## config.mk

```make
export PLATFORM = sky130hd
export DESIGN_NAME = uart_tx_arbiter
export DESIGN_NICKNAME = d
export VERILOG_FILES = /design/src/rtl/uart_tx_arbiter.sv
export SDC_FILE = /design/constraint.sdc
export NUM_CORES = 1
export LEC_CHECK = 0
export CAP_MARGIN = 5
export CORE_MARGIN = 4
export CORE_UTILIZATION = 46
export DETAILED_ROUTE_END_ITERATION = 7
export PLACE_DENSITY = 0.86
export SYNTH_ARGS = -nofsm -noshare
export SYNTH_HDL_FRONTEND = slang
export SYNTH_SLANG_ARGS = --single-unit
```

## constraint.sdc

```tcl
create_clock -name i_clk -period 4.69 [get_ports i_clk]
set_input_delay 0.938 -clock i_clk [delete_from_list [all_inputs] [get_ports i_clk]]
set_output_delay 0.938 -clock i_clk [all_outputs]
set_load 0.01 [all_outputs]
```

## src/rtl/uart_tx_arbiter.sv

```systemverilog
// uart_tx_arbiter: round-robin sharing of one UART transmitter with start-timeout detection.
// Define UART_ARB_LOCK_EN to keep a requester's multi-byte packet contiguous.
module uart_tx_arbiter #(
    parameter int N_REQ         = 4,
    parameter int START_TIMEOUT = 16
) (
    input  logic               i_clk,
    input  logic               i_rst,
    input  logic [N_REQ-1:0]   i_req,
    input  logic [8*N_REQ-1:0] i_data,
    input  logic [N_REQ-1:0]   i_last,
    output logic [N_REQ-1:0]   o_gnt,
    output logic               o_tx_start,
    output logic [7:0]         o_tx_data,
    input  logic               i_tx_busy,
    output logic               o_busy,
    output logic               o_err
);
    localparam int IW = $clog2(N_REQ);
    localparam int CW = $clog2(START_TIMEOUT + 1);

    typedef enum logic [2:0] {IDLE, START, WAIT_BUSY, WAIT_DONE, HOLD} state_e;

    state_e        state_q, state_d;
    logic [IW-1:0] ptr_q, ptr_d, win, sel;
    logic [7:0]    data_q, data_d;
    logic [CW-1:0] cnt_q, cnt_d;
    logic          take;
    logic          lock_q;

`ifdef UART_ARB_LOCK_EN
    logic lock_d;
    always_ff @(posedge i_clk) begin
        if (i_rst) lock_q <= 1'b0;
        else       lock_q <= lock_d;
    end
`else
    logic unused_last;
    assign lock_q      = 1'b0;
    assign unused_last = ^i_last;
`endif

    // Highest priority is ptr+1; ptr itself wins only when it is the sole requester.
    always_comb begin
        win = ptr_q;
        for (int i = N_REQ; i >= 1; i--)
            if (i_req[(int'(ptr_q) + i) % N_REQ]) win = IW'((int'(ptr_q) + i) % N_REQ);
    end

    assign sel  = (state_q == HOLD) ? ptr_q : win;
    assign take = !i_rst && ((state_q == IDLE) ? |i_req : (state_q == HOLD) && i_req[ptr_q]);

    always_comb begin
        state_d = state_q;
        ptr_d   = ptr_q;
        data_d  = data_q;
        cnt_d   = cnt_q;
        o_gnt   = '0;
        o_err   = 1'b0;
`ifdef UART_ARB_LOCK_EN
        lock_d  = lock_q;
`endif
        if (take) begin
            o_gnt[sel] = 1'b1;
            data_d     = i_data[8*sel +: 8];
            ptr_d      = sel;
            state_d    = START;
`ifdef UART_ARB_LOCK_EN
            lock_d     = !i_last[sel];
`endif
        end
        case (state_q)
            START: begin
                cnt_d   = '0;
                state_d = WAIT_BUSY;
            end
            WAIT_BUSY: begin
                if (i_tx_busy) begin
                    state_d = WAIT_DONE;
                end else if (cnt_q == CW'(START_TIMEOUT - 1)) begin
                    o_err   = 1'b1;
                    state_d = IDLE;
`ifdef UART_ARB_LOCK_EN
                    lock_d  = 1'b0;
`endif
                end else begin
                    cnt_d = cnt_q + 1'b1;
                end
            end
            WAIT_DONE: state_d = i_tx_busy ? WAIT_DONE : (lock_q ? HOLD : IDLE);
            default: ;
        endcase
    end

    always_ff @(posedge i_clk) begin
        if (i_rst) begin
            state_q <= IDLE;
            ptr_q   <= IW'(N_REQ - 1);
            data_q  <= '0;
            cnt_q   <= '0;
        end else begin
            state_q <= state_d;
            ptr_q   <= ptr_d;
            data_q  <= data_d;
            cnt_q   <= cnt_d;
        end
    end

    assign o_tx_start = (state_q == START);
    assign o_tx_data  = data_q;
    assign o_busy     = (state_q == START) || (state_q == WAIT_BUSY) || (state_q == WAIT_DONE);
endmodule

```

==> summary.md, run 1 <==
| Metric | Value |
|---|---|
| Cell area after layout | `roughly 0.0019 mm2` |
| DRT Pass-1 Iters | `4` |
| Final Hold Viols | `0` |
| Post-layout util | `69.4%` |
| Crit Path Category | `primary input to primary output` |
| Post-synth net total | `208` |
| Starting Density | `48.6%` |
| Hold Buf Count CTS | `0` |
| Bufs on Longest Clock Path | `2` |
| Routed length per instance | `roughly 15 um` |
| Cell taking the most area after synthesis | `dfxtp_1` |
| Nets | `257` |
| WL final | `3740 um` |
| Io pins | `slightly below 60` |
| Largest net degree at the start of global routing | `34` |
| Later-pin clock latency in the skew report | `0.30 ns` |
| Vias in the first global route | `~1400` |
| First-pass GRT wire length | `6520 um` |
| Seq cells post-synth | `18` |
| Crit end category | `primary output` |
| Final setup fails | `0` |
| VDD IR max | `0.258 mV` |
| Sequential-to-total area share from yosys stat | `26.6%` |
| Setup ws final | `0.267 ns` |
| Initial antenna violation count | `0` |
| Total number of H-tree levels | `1` |
| Core Region | `0.00278 mm2` |
| Area Growth Syn to Fin | `42.6%` |
| Leading post-synthesis cells by cell area | `dfxtp_1, a21boi_0, and3_1` |
| CTS tree | `built` |
| Gr usage total | `19.9%` |
| Avg Inst Size Synth | `8.30 um2` |
| Setup TNS | `0 ns` |
| Unrepaired setup endpoints after global routing | `no` |
| Startpoint Class | `primary input` |
| DP Worst Slack | `0.274 ns` |
| DP Area | `0.00189 mm2` |
| Num rows | `19` |
| CTS Root Cell | `clkbuf_4` |
| Status | `complete, no violations` |
| Pwr dens | `341 mW/mm2` |
| Routed Antenna Nets | `0` |
| R2r endpoint | `cnt_q[1]` |
| RR Startpoint | `cnt_q[0]` |
| Synth warnings | `0` |
| Post-synthesis cell type count | `43` |
| Global route overflow | `0` |
| Die height | `62.2 um` |
| Worst-margin pin slew | `0.657 ns` |
| Worst EP arrival | `approximately 3.5 ns` |
| Fillers | `between 200 and 250` |
| Clock Skews | `0.0115 ns` |
| HP Class | `flip-flop to flip-flop` |
| Post-CTS sizing | `0` |
| Via count | `1411` |
| Residual DRC count | `0` |
| Synthesized area | `~0.0014 mm2` |
| Via density | `5.83` |
| Initial DRC Count | `94` |
| Ant. Diodes | `0` |
| Area of the multi-input gates | `922 um2` |
| Crit share post-route | `about 94%` |
| Die area | `slightly below 0.004 mm2` |
| Gate Count Post-Synth | `163` |
| Synth top area share | `between 20% and 30%` |
| Leakage | `~0.75 nW` |
| Total CTS buffers | `3` |
| Overall power | `0.658 mW` |
| WHS Endpoint | `cnt_q[4]` |
| Post-DP HPWL | `2900 um` |
| GPL Wtd Cong | `0.808` |
| Final Max Slew Viols | `0` |
| Register Area | `360 um2` |
| Layout cells sized above 1 | `11.4%` |
| Worst-path clk slew | `0.12 ns` |
| Reg2Reg Setup Slack | `2.65 ns` |
| Sink Count | `18` |
| Reg2Reg Depth | `7` |
| Fmax | `0.226 GHz` |
| Max_slew headroom | `56.1%` |
| Post-CTS Setup Bufs | `0` |
| Minimum clock period | `4.42 ns` |
| Hold depth | `2` |
| Max-cap viol count | `0` |
| # port buffers | `53` |
| Worst Path Required | `3.75 ns` |
| CP max FO | `13` |
| Die Wd | `between 60 and 70 um` |
| HP Start | `cnt_q[4]` |
[through the flow]
stage	cells	hold slack (ns)
2_1_floorplan	163	0.432
3_3_place_gp	238	0.443
3_5_place_dp	238	0.448
4_1_cts	242	0.465
5_1_grt	242	0.493
6_report	242	0.465
[cell usage after synthesis]
| master | count |
|---|---|
| a211o_1 | 1 |
| a21boi_0 | 15 |
| a21boi_1 | 1 |
| a21oi_1 | 6 |
| a22oi_1 | 1 |
| a22oi_2 | 1 |
| a31oi_2 | 1 |
| and2b_1 | 2 |
| and3_1 | 17 |
| buf_1 | 1 |
| buf_6 | 2 |
| clkbuf_1 | 10 |
| dfxtp_1 | 18 |
| ha_1 | 2 |
| inv_1 | 2 |
| inv_2 | 1 |
| mux2i_1 | 1 |
| mux4_1 | 1 |
| mux4_2 | 1 |
| nand2_1 | 14 |
| nand2b_1 | 5 |
| nand3_1 | 1 |
| nand3b_1 | 1 |
| nor2_1 | 8 |
| nor2b_1 | 3 |
| nor3_1 | 3 |
| nor3_2 | 1 |
| nor3b_1 | 3 |
| o2111a_1 | 1 |
| o2111ai_1 | 1 |
| o211ai_1 | 1 |
| o211ai_2 | 7 |
| o21ai_0 | 10 |
| o21ai_1 | 1 |
| o21ba_2 | 1 |
| o221ai_1 | 8 |
| o22ai_1 | 1 |
| o41ai_1 | 1 |
| or2_2 | 1 |
| or2_4 | 1 |
| or3_1 | 2 |
| or3b_1 | 2 |
| xor2_1 | 2 |
[worst max-delay path, cell delays in order]
cell and delay (ns):
clkdlybuf4s50_1 0.51, nand2b_1 0.20, mux4_2 0.50, o2111a_1 0.28, or2_4 0.38, nor2_1 0.12, clkdlybuf4s50_1 0.55
[cells in the final DEF (no fill, tap or decap), drive strengths merged]
cell / instances
a211o: 1
a21boi: 16
a21oi: 6
a22oi: 2
a31oi: 1
and2b: 2
and3: 17
buf: 4
clkbuf: 4
clkdlybuf4s50: 53
dfxtp: 18
ha: 2
inv: 3
mux2i: 1
mux4: 2
nand2: 14
nand2b: 5
nand3: 1
nand3b: 1
nor2: 8
nor2b: 3
nor3: 4
nor3b: 3
o2111a: 1
o2111ai: 1
o211ai: 8
o21ai: 11
o21ba: 1
o221ai: 8
o22ai: 1
o41ai: 1
or2: 2
or3: 2
or3b: 2
xor2: 2
[state kept, by name (all words and copies together), names as in the netlist]
| name | cells |
|---|---|
| ptr_q | 2 |
| o_tx_data | 8 |
| state_q | 3 |
| cnt_q | 5 |
[worst max-delay path by stage]
stage | from | endpoint | slack [ns] | cells after the start
finish | i_req[2] | o_gnt[3] | 0.27 | 7
global placement | i_req[2] | o_gnt[1] | 0.35 | 7
global route | i_req[2] | o_gnt[1] | 0.19 | 7
detailed placement | i_req[0] | o_gnt[3] | 0.27 | 7
CTS | i_req[2] | o_gnt[3] | 0.27 | 7
floorplan | i_req[1] | o_gnt[1] | 1.35 | 7
[layer usage]
| layer | global-route usage (%) | share of wire, % | vias to the layer above |
|---|---|---|---|
| met5 | 0 | 0 | - |
| met1 | 23.2 | 43 | 656 |
| li1 | - | - | 707 |
| met4 | 6.78 | 0.78 | 0 |
| met2 | 34.2 | 50 | 44 |
| met3 | 5.95 | 6.2 | 4 |
[final cells by class]
class	instances	share of cell area [%]
Inverter	3	0.584
Sequential cell	18	18.7
Multi-Input combinational cell	129	47.8
Tap cell	31	2.01
Clock buffer	4	1.88
Timing Repair Buffer	57	29.1
[cells by family (layout without fill, tap and decap cells)]
family                   count (synthesis)  in the layout  synth area share, %
XOR/XNOR                                 2              2                 1.30
flip-flops                              18             18                 26.6
AO/OA/AOI/OAI                           58             58                 33.8
multiplexers                             3              3                 4.35
buffers and inverters                   16             64                 5.55
adder cells (fa/ha/maj)                  2              2                 1.85
AND/OR/NAND/NOR                         64             64                 26.5
[report_power, final]
part	leakage [nW]	internal, mW	switching, mW
logic	0.583	0.177	0.166
registers	0.148	0.186	0.0282
clock network	0.0210	0.0473	0.0531
Power figures use the tool's default switching activity.
==> run 2, diff against run 1 <==
--- a/config.mk
+++ b/config.mk
@@ -9,7 +9,7 @@
 export CORE_MARGIN = 4
 export CORE_UTILIZATION = 46
 export DETAILED_ROUTE_END_ITERATION = 7
-export PLACE_DENSITY = 0.86
+export PLACE_DENSITY_LB_ADDON = 0.08
 export SYNTH_ARGS = -nofsm -noshare
 export SYNTH_HDL_FRONTEND = slang
 export SYNTH_SLANG_ARGS = --single-unit
==> run 2 against run 1 <==
Against the previous run:
- register-to-register slack worse by 0.02 ns
- hold slack improved by 0.0053 ns
- critical path depth stayed put
- clock power about the same
- combinational power is essentially flat
- die area is the same
- clock skew up 0.0032 ns
- sequential share of layout area fell by 0.060 points
- critical path type unchanged
- setup slack better by 0.036 ns
- non-clock buffer count unchanged
- first-iteration DRC count shrank 8.5%
- count of clock-buffer cells in the layout is the same
==> summary.md, run 2 (synthesized netlist as in run 1, its figures left out) <==
| Metric | Value |
|---|---|
| Status | `complete, no violations (unchanged)` |
| Clock power frac | `15.6% (was 15.3%)` |
| Routed Antenna Nets | `0 (unchanged)` |
| HP Class | `flip-flop to flip-flop (unchanged)` |
| RR Startpoint | `cnt_q[0] (unchanged)` |
| Largest register FFs | `8 (unchanged)` |
| Final Max Slew Viols | `0 (unchanged)` |
| Max_slew headroom | `50.6% (was 56.1%)` |
| Reg2Reg Depth | `7 (unchanged)` |
| Vias in the first global route | `1359 (was 1440)` |
| First-pass GRT wire length | `6220 um (was 6520 um)` |
| Worst Setup EP | `o_gnt[1] (was o_gnt[3])` |
| Minimum clock period | `4.39 ns (was 4.42 ns)` |
| Largest net degree at the start of global routing | `34 (unchanged)` |
| Worst-margin pin slew | `0.738 ns (was 0.657 ns)` |
| Worst-path clk slew | `0.10 ns (was 0.12 ns)` |
| Sw Share | `37.4% (was 37.6%)` |
| WL final | `3580 um (was 3740 um)` |
| Final setup fails | `0 (unchanged)` |
| Routed length per instance | `14.8 um (was 15.5 um)` |
| Final Hold Viols | `0 (unchanged)` |
| Clock Skews | `0.0147 ns (was 0.0115 ns)` |
| Die Wd | `62.2 um (unchanged)` |
| Via density | `5.86 (was 5.83)` |
| Setup TNS | `0 ns (unchanged)` |
| Most frequent cells in the layout | `clkdlybuf4s50_1, dfxtp_1, and3_1 (unchanged)` |
| Via count | `1419 (was 1411)` |
| Worst Path Required | `3.75 ns (about the same)` |
| Crit Path Category | `primary input to primary output (unchanged)` |
| Crit end category | `primary output (unchanged)` |
| Setup crit start | `i_req[1] (was i_req[2])` |
| Cell area after layout | `0.00194 mm2 (was 0.00193 mm2)` |
| Sequential cell fraction of total power | `32.2% (was 32.5%)` |
| Later-pin clock latency in the skew report | `0.31 ns (was 0.30 ns)` |
| Residual DRC count | `0 (unchanged)` |
| Post-CTS Setup Bufs | `0 (unchanged)` |
| Combinational Power Share | `52.2% (about the same)` |
| GPL Wtd Cong | `0.824 (was 0.808)` |
| Gr usage total | `18.9% (was 19.9%)` |
| Post-DP HPWL | `2710 um (was 2900 um)` |
| Crit share post-route | `93.5% (was 94.3%)` |
| Area Growth Syn to Fin | `43.1% (was 42.6%)` |
| Commonest non-fill, non-tap cell in the layout | `clkdlybuf4s50_1 (unchanged)` |
| Starting Density | `48.6% (unchanged)` |
| Fmax | `0.228 GHz (was 0.226 GHz)` |
| CTS tree | `built (unchanged)` |
| VDD IR max | `0.293 mV (was 0.258 mV)` |
| # port buffers | `53 (unchanged)` |
| Ant. Diodes | `0 (unchanged)` |
| Post-layout util | `69.6% (was 69.4%)` |
| R2r endpoint | `cnt_q[1] (unchanged)` |
| Layout cells sized above 1 | `11.4% (unchanged)` |
| Num rows | `19 (unchanged)` |
| Global route overflow | `0 (unchanged)` |
| DP Area | `0.00189 mm2 (unchanged)` |
| CP max FO | `13 (unchanged)` |
| Bufs on Longest Clock Path | `2 (unchanged)` |
| Startpoint Class | `primary input (unchanged)` |
| Initial DRC Count | `86 (was 94)` |
| Sink Count | `18 (unchanged)` |
| Total CTS buffers | `3 (unchanged)` |
| Core Region | `0.00278 mm2 (unchanged)` |
| Max-cap viol count | `0 (unchanged)` |
| Unrepaired setup endpoints after global routing | `no (unchanged)` |
| Total number of H-tree levels | `1 (unchanged)` |
| Internal power | `0.409 mW (was 0.410 mW)` |
| Reg2Reg Setup Slack | `2.63 ns (was 2.65 ns)` |
| Initial antenna violation count | `0 (unchanged)` |
| Io pins | `58 (unchanged)` |
| DRT Pass-1 Iters | `6 (was 4)` |
| Die height | `62.2 um (unchanged)` |
| CTS Root Cell | `clkbuf_4 (unchanged)` |
| Leakage | `0.752 nW (about the same)` |
| Pwr dens | `338 mW/mm2 (was 341 mW/mm2)` |
| Hold Buf Count CTS | `0 (unchanged)` |
| Switch Pwr | `0.245 mW (was 0.248 mW)` |
| Nets | `257 (unchanged)` |
| Worst EP arrival | `3.45 ns (was 3.49 ns)` |
| Die area | `0.00387 mm2 (unchanged)` |
[run 2: changes by cell type in the layout (fill, tap and decap cells not counted)]
cell	before	now
nor3_2	2	1
nor3_4	0	1
[run 2: critical path, stage by stage]
cell and delay (ns):
clkdlybuf4s50_1 0.49, nand2b_1 0.18, mux4_2 0.50, o2111a_1 0.28, or2_4 0.38, nor2_1 0.12
clkdlybuf4s50_1 0.54
[run 2: what timing repair did]
item | CTS | global route
endpoints found under the setup margin | 0 | 4
endpoints found under the hold margin | 0 | 0
gates resized for setup | 0 | 1
[run 2: layout make-up]
class	count	area, um2
Multi-Input combinational cell	129	928
Fill cell	234	846
Timing Repair Buffer	57	561
Sequential cell	18	360
Tap cell	31	38.8
Clock buffer	4	36.3
Inverter	3	11.3
[run 2: metrics by stage]
stage / total power, mW / worst slack, ns / hold slack, ns / instances
5_1_grt: 0.703 / 0.198 / 0.508 / 242
3_5_place_dp: 0.554 / 0.0430 / 0.453 / 238
6_report: 0.654 / 0.303 / 0.471 / 242
2_1_floorplan: 0.426 / 1.35 / 0.432 / 163
4_1_cts: 0.659 / 0.0285 / 0.475 / 242
3_3_place_gp: 0.546 / 0.0994 / 0.442 / 238
[run 2: worst min-delay path by stage]
stage                  from           end  slack [ns]  depth (start not counted)
2_1_floorplan      cnt_q[4]      cnt_q[4]        0.43                          2
3_3_place_gp       cnt_q[4]      cnt_q[4]        0.44                          2
3_5_place_dp   o_tx_data[6]  o_tx_data[6]        0.45                          2
4_1_cts            cnt_q[4]      cnt_q[4]        0.48                          2
5_1_grt        o_tx_data[1]  o_tx_data[1]        0.51                          2
6_report           cnt_q[4]      cnt_q[4]        0.47                          2
[run 2: power groups by stage]
stage	registers, mW	logic (mW)	clock network [mW]
finish	0.211	0.341	0.102
global route	0.215	0.375	0.113
CTS	0.211	0.342	0.105
detailed placement	0.214	0.340	0
global placement	0.212	0.334	0
floorplan	0.221	0.205	0
[run 2: per-layer routing]
layer	share of wire, %	routed length [um]	up-vias	GRT usage (%)
met4	1.9	67	0	5.69
met5	0	0	-	0
li1	-	-	712	-
met2	48	1720	42	30.8
met1	43	1550	656	22.4
met3	6.8	242	9	7.93
==> run 3, diff against run 2 <==
--- a/config.mk
+++ b/config.mk
@@ -6,10 +6,13 @@
 export NUM_CORES = 1
 export LEC_CHECK = 0
 export CAP_MARGIN = 5
+export CORE_ASPECT_RATIO = 1.25
 export CORE_MARGIN = 4
 export CORE_UTILIZATION = 46
+export CTS_CLUSTER_DIAMETER = 50
 export DETAILED_ROUTE_END_ITERATION = 7
 export PLACE_DENSITY_LB_ADDON = 0.08
+export SETUP_SLACK_MARGIN = 0.3
 export SYNTH_ARGS = -nofsm -noshare
 export SYNTH_HDL_FRONTEND = slang
 export SYNTH_SLANG_ARGS = --single-unit
==> run 3 against run 2 <==
Against the previous run:
- clock power is 5% lower
- first-iteration DRC count is 45% lower
- critical path type unchanged
- critical endpoint unchanged
- design area is 1.7% higher
- wire length is 0.95% higher
==> summary.md, run 3 (synthesized netlist as in run 1, its figures left out) <==
| Metric | Value |
|---|---|
| Total number of H-tree levels | `1 (unchanged)` |
| CTS Root Cell | `clkbuf_4 (unchanged)` |
| Most frequent cells in the layout | `clkdlybuf4s50_1, dfxtp_1, and3_1 (unchanged)` |
| Crit share post-route | `90.3% (was 93.5%)` |
| Die area | `0.00388 mm2 (was 0.00387 mm2)` |
| Setup crit start | `i_req[1] (unchanged)` |
| Worst Setup EP | `o_gnt[1] (unchanged)` |
| Later-pin clock latency in the skew report | `0.30 ns (was 0.31 ns)` |
| Nets | `261 (was 257)` |
| DP Worst Slack | `0.336 ns (was 0.0430 ns)` |
| DP Area | `0.00190 mm2 (was 0.00189 mm2)` |
| Ant. Diodes | `0 (unchanged)` |
| First-pass GRT wire length | `5990 um (was 6220 um)` |
| Worst-path clk slew | `0.11 ns (was 0.10 ns)` |
| Non-filler cells, final | `249 (was 242)` |
| Hold Buf Count CTS | `0 (unchanged)` |
| Combinational Power Share | `53.8% (was 52.2%)` |
| Minimum clock period | `4.24 ns (was 4.39 ns)` |
| HP Class | `flip-flop to flip-flop (unchanged)` |
| Initial DRC Count | `47 (was 86)` |
| Vias in the first global route | `1393 (was 1359)` |
| Die height | `68.6 um (was 62.2 um)` |
| Setup TNS | `0 ns (unchanged)` |
| Initial antenna violation count | `0 (unchanged)` |
| # port buffers | `53 (unchanged)` |
| Global route overflow | `0 (unchanged)` |
| Worst EP arrival | `3.30 ns (was 3.45 ns)` |
| CTS tree | `built (unchanged)` |
| Largest register FFs | `8 (unchanged)` |
| Sequential cell fraction of total power | `31.6% (was 32.2%)` |
| VDD IR max | `0.209 mV (was 0.293 mV)` |
| Max_slew headroom | `54.3% (was 50.6%)` |
| Overall power | `0.669 mW (was 0.654 mW)` |
| Area Growth Syn to Fin | `45.6% (was 43.1%)` |
| Largest net degree at the start of global routing | `35 (was 34)` |
| Fmax | `0.236 GHz (was 0.228 GHz)` |
| Max-cap viol count | `0 (unchanged)` |
| Starting Density | `49.0% (was 48.6%)` |
| Gr usage total | `19.3% (was 18.9%)` |
| Final Max Slew Viols | `0 (unchanged)` |
| Leakage | `0.798 nW (was 0.752 nW)` |
| WL final | `3610 um (was 3580 um)` |
| RR Startpoint | `cnt_q[0] (unchanged)` |
| Commonest non-fill, non-tap cell in the layout | `clkdlybuf4s50_1 (unchanged)` |
| R2r endpoint | `cnt_q[1] (unchanged)` |
| Via count | `1410 (was 1419)` |
| Crit end category | `primary output (unchanged)` |
| Via density | `5.66 (was 5.86)` |
| Residual DRC count | `0 (unchanged)` |
| Routed Antenna Nets | `0 (unchanged)` |
| Io pins | `58 (unchanged)` |
| Layout cells sized above 1 | `13.5% (was 11.4%)` |
| DRT Pass-1 Iters | `4 (was 6)` |
| CP max FO | `9 (was 13)` |
| Status | `complete, no violations (unchanged)` |
| Routed length per instance | `14.5 um (was 14.8 um)` |
| Pwr dens | `340 mW/mm2 (was 338 mW/mm2)` |
| Worst Path Required | `3.75 ns (about the same)` |
| Total CTS buffers | `3 (unchanged)` |
| Final setup fails | `0 (unchanged)` |
| Sink Count | `18 (unchanged)` |
| Cell area after layout | `0.00197 mm2 (was 0.00194 mm2)` |
| Core Region | `0.00276 mm2 (was 0.00278 mm2)` |
| Sw Share | `36.3% (was 37.4%)` |
| Unrepaired setup endpoints after global routing | `no (unchanged)` |
| Final Hold Viols | `0 (unchanged)` |
| Crit Path Category | `primary input to primary output (unchanged)` |
| Post-DP HPWL | `2730 um (was 2710 um)` |
| Reg2Reg Setup Slack | `2.66 ns (was 2.63 ns)` |
| Die Wd | `56.5 um (was 62.2 um)` |
| Switch Pwr | `0.243 mW (was 0.245 mW)` |
| Dpl cells | `241 (was 238)` |
| Internal power | `0.426 mW (was 0.409 mW)` |
| Clock Skews | `0.00379 ns (was 0.0147 ns)` |
| Setup ws final | `0.455 ns (was 0.303 ns)` |
| Clock power frac | `14.6% (was 15.6%)` |
| Reg2Reg Depth | `7 (unchanged)` |
| Worst-margin pin slew | `0.685 ns (was 0.738 ns)` |
| Bufs on Longest Clock Path | `2 (unchanged)` |
| GPL Wtd Cong | `0.773 (was 0.824)` |
| Num rows | `21 (was 19)` |
| Startpoint Class | `primary input (unchanged)` |
==> run 3: changes by cell type in the layout (fill, tap and decap cells not counted), sizes merged <==
| cell | previous run | this run |
|---|---|---|
| buf | 4 | 8 |
| clkdlybuf4s50 | 53 | 51 |
| dlymetal6s2s | 0 | 2 |
==> run 3: power groups by stage <==
stage	combinational [mW]	sequential (mW)	clock, mW
final	0.360	0.212	0.0974
after global routing	0.396	0.217	0.106
after CTS	0.342	0.211	0.0992
after detailed placement	0.340	0.215	0
after global placement	0.334	0.212	0
after floorplan	0.205	0.221	0
==> run 3: how the worst min path moves through the flow <==
stage | slack (ns) | startpoint | depth (start not counted) | to
floorplan | 0.43 | cnt_q[4] | 2 | cnt_q[4]
global placement | 0.44 | cnt_q[4] | 2 | cnt_q[4]
detailed placement | 0.45 | o_tx_data[1] | 2 | o_tx_data[1]
CTS | 0.48 | cnt_q[4] | 2 | cnt_q[4]
global route | 0.51 | cnt_q[4] | 2 | cnt_q[4]
finish | 0.48 | o_tx_data[4] | 2 | o_tx_data[4]
==> run 3: cell type report <==
type / count / area, um2
inverter: 3 / 11.3
clock buffer: 4 / 36.3
timing repair buffer: 61 / 596
multi-input combinational: 129 / 923
sequential: 18 / 360
tap: 34 / 42.5
fill: 243 / 790
==> run 3: repair_timing <==
action / 4_1_cts / 5_1_grt
setup buffers: 0 / 4
resized for setup: 0 / 3
endpoints found under the setup margin: 0 / 4
==> run 3: per-layer routing <==
metal | GRT usage, % | vias to the layer above | wire (um)
li1 | - | 712 | -
met1 | 21.6 | 647 | 1480
met2 | 35.3 | 47 | 1850
met3 | 5.03 | 4 | 255
met4 | 6.82 | 0 | 25
met5 | 0 | - | 0
==> run 3: critical path: stages <==
cell and delay (ns):
clkdlybuf4s50_1 0.48, nand2b_1 0.18, mux4_2 0.50, o2111a_2 0.25, or2_4 0.29, nor2_1 0.11, clkdlybuf4s50_1 0.55
==> run 3: stage by stage <==
step | utilization, % | hold WS, ns
floorplan | - | 0.432
global placement | 68.8 | 0.439
detailed placement | 68.8 | 0.445
CTS | 70.1 | 0.483
global route | 71.4 | 0.511
finish | 71.4 | 0.479
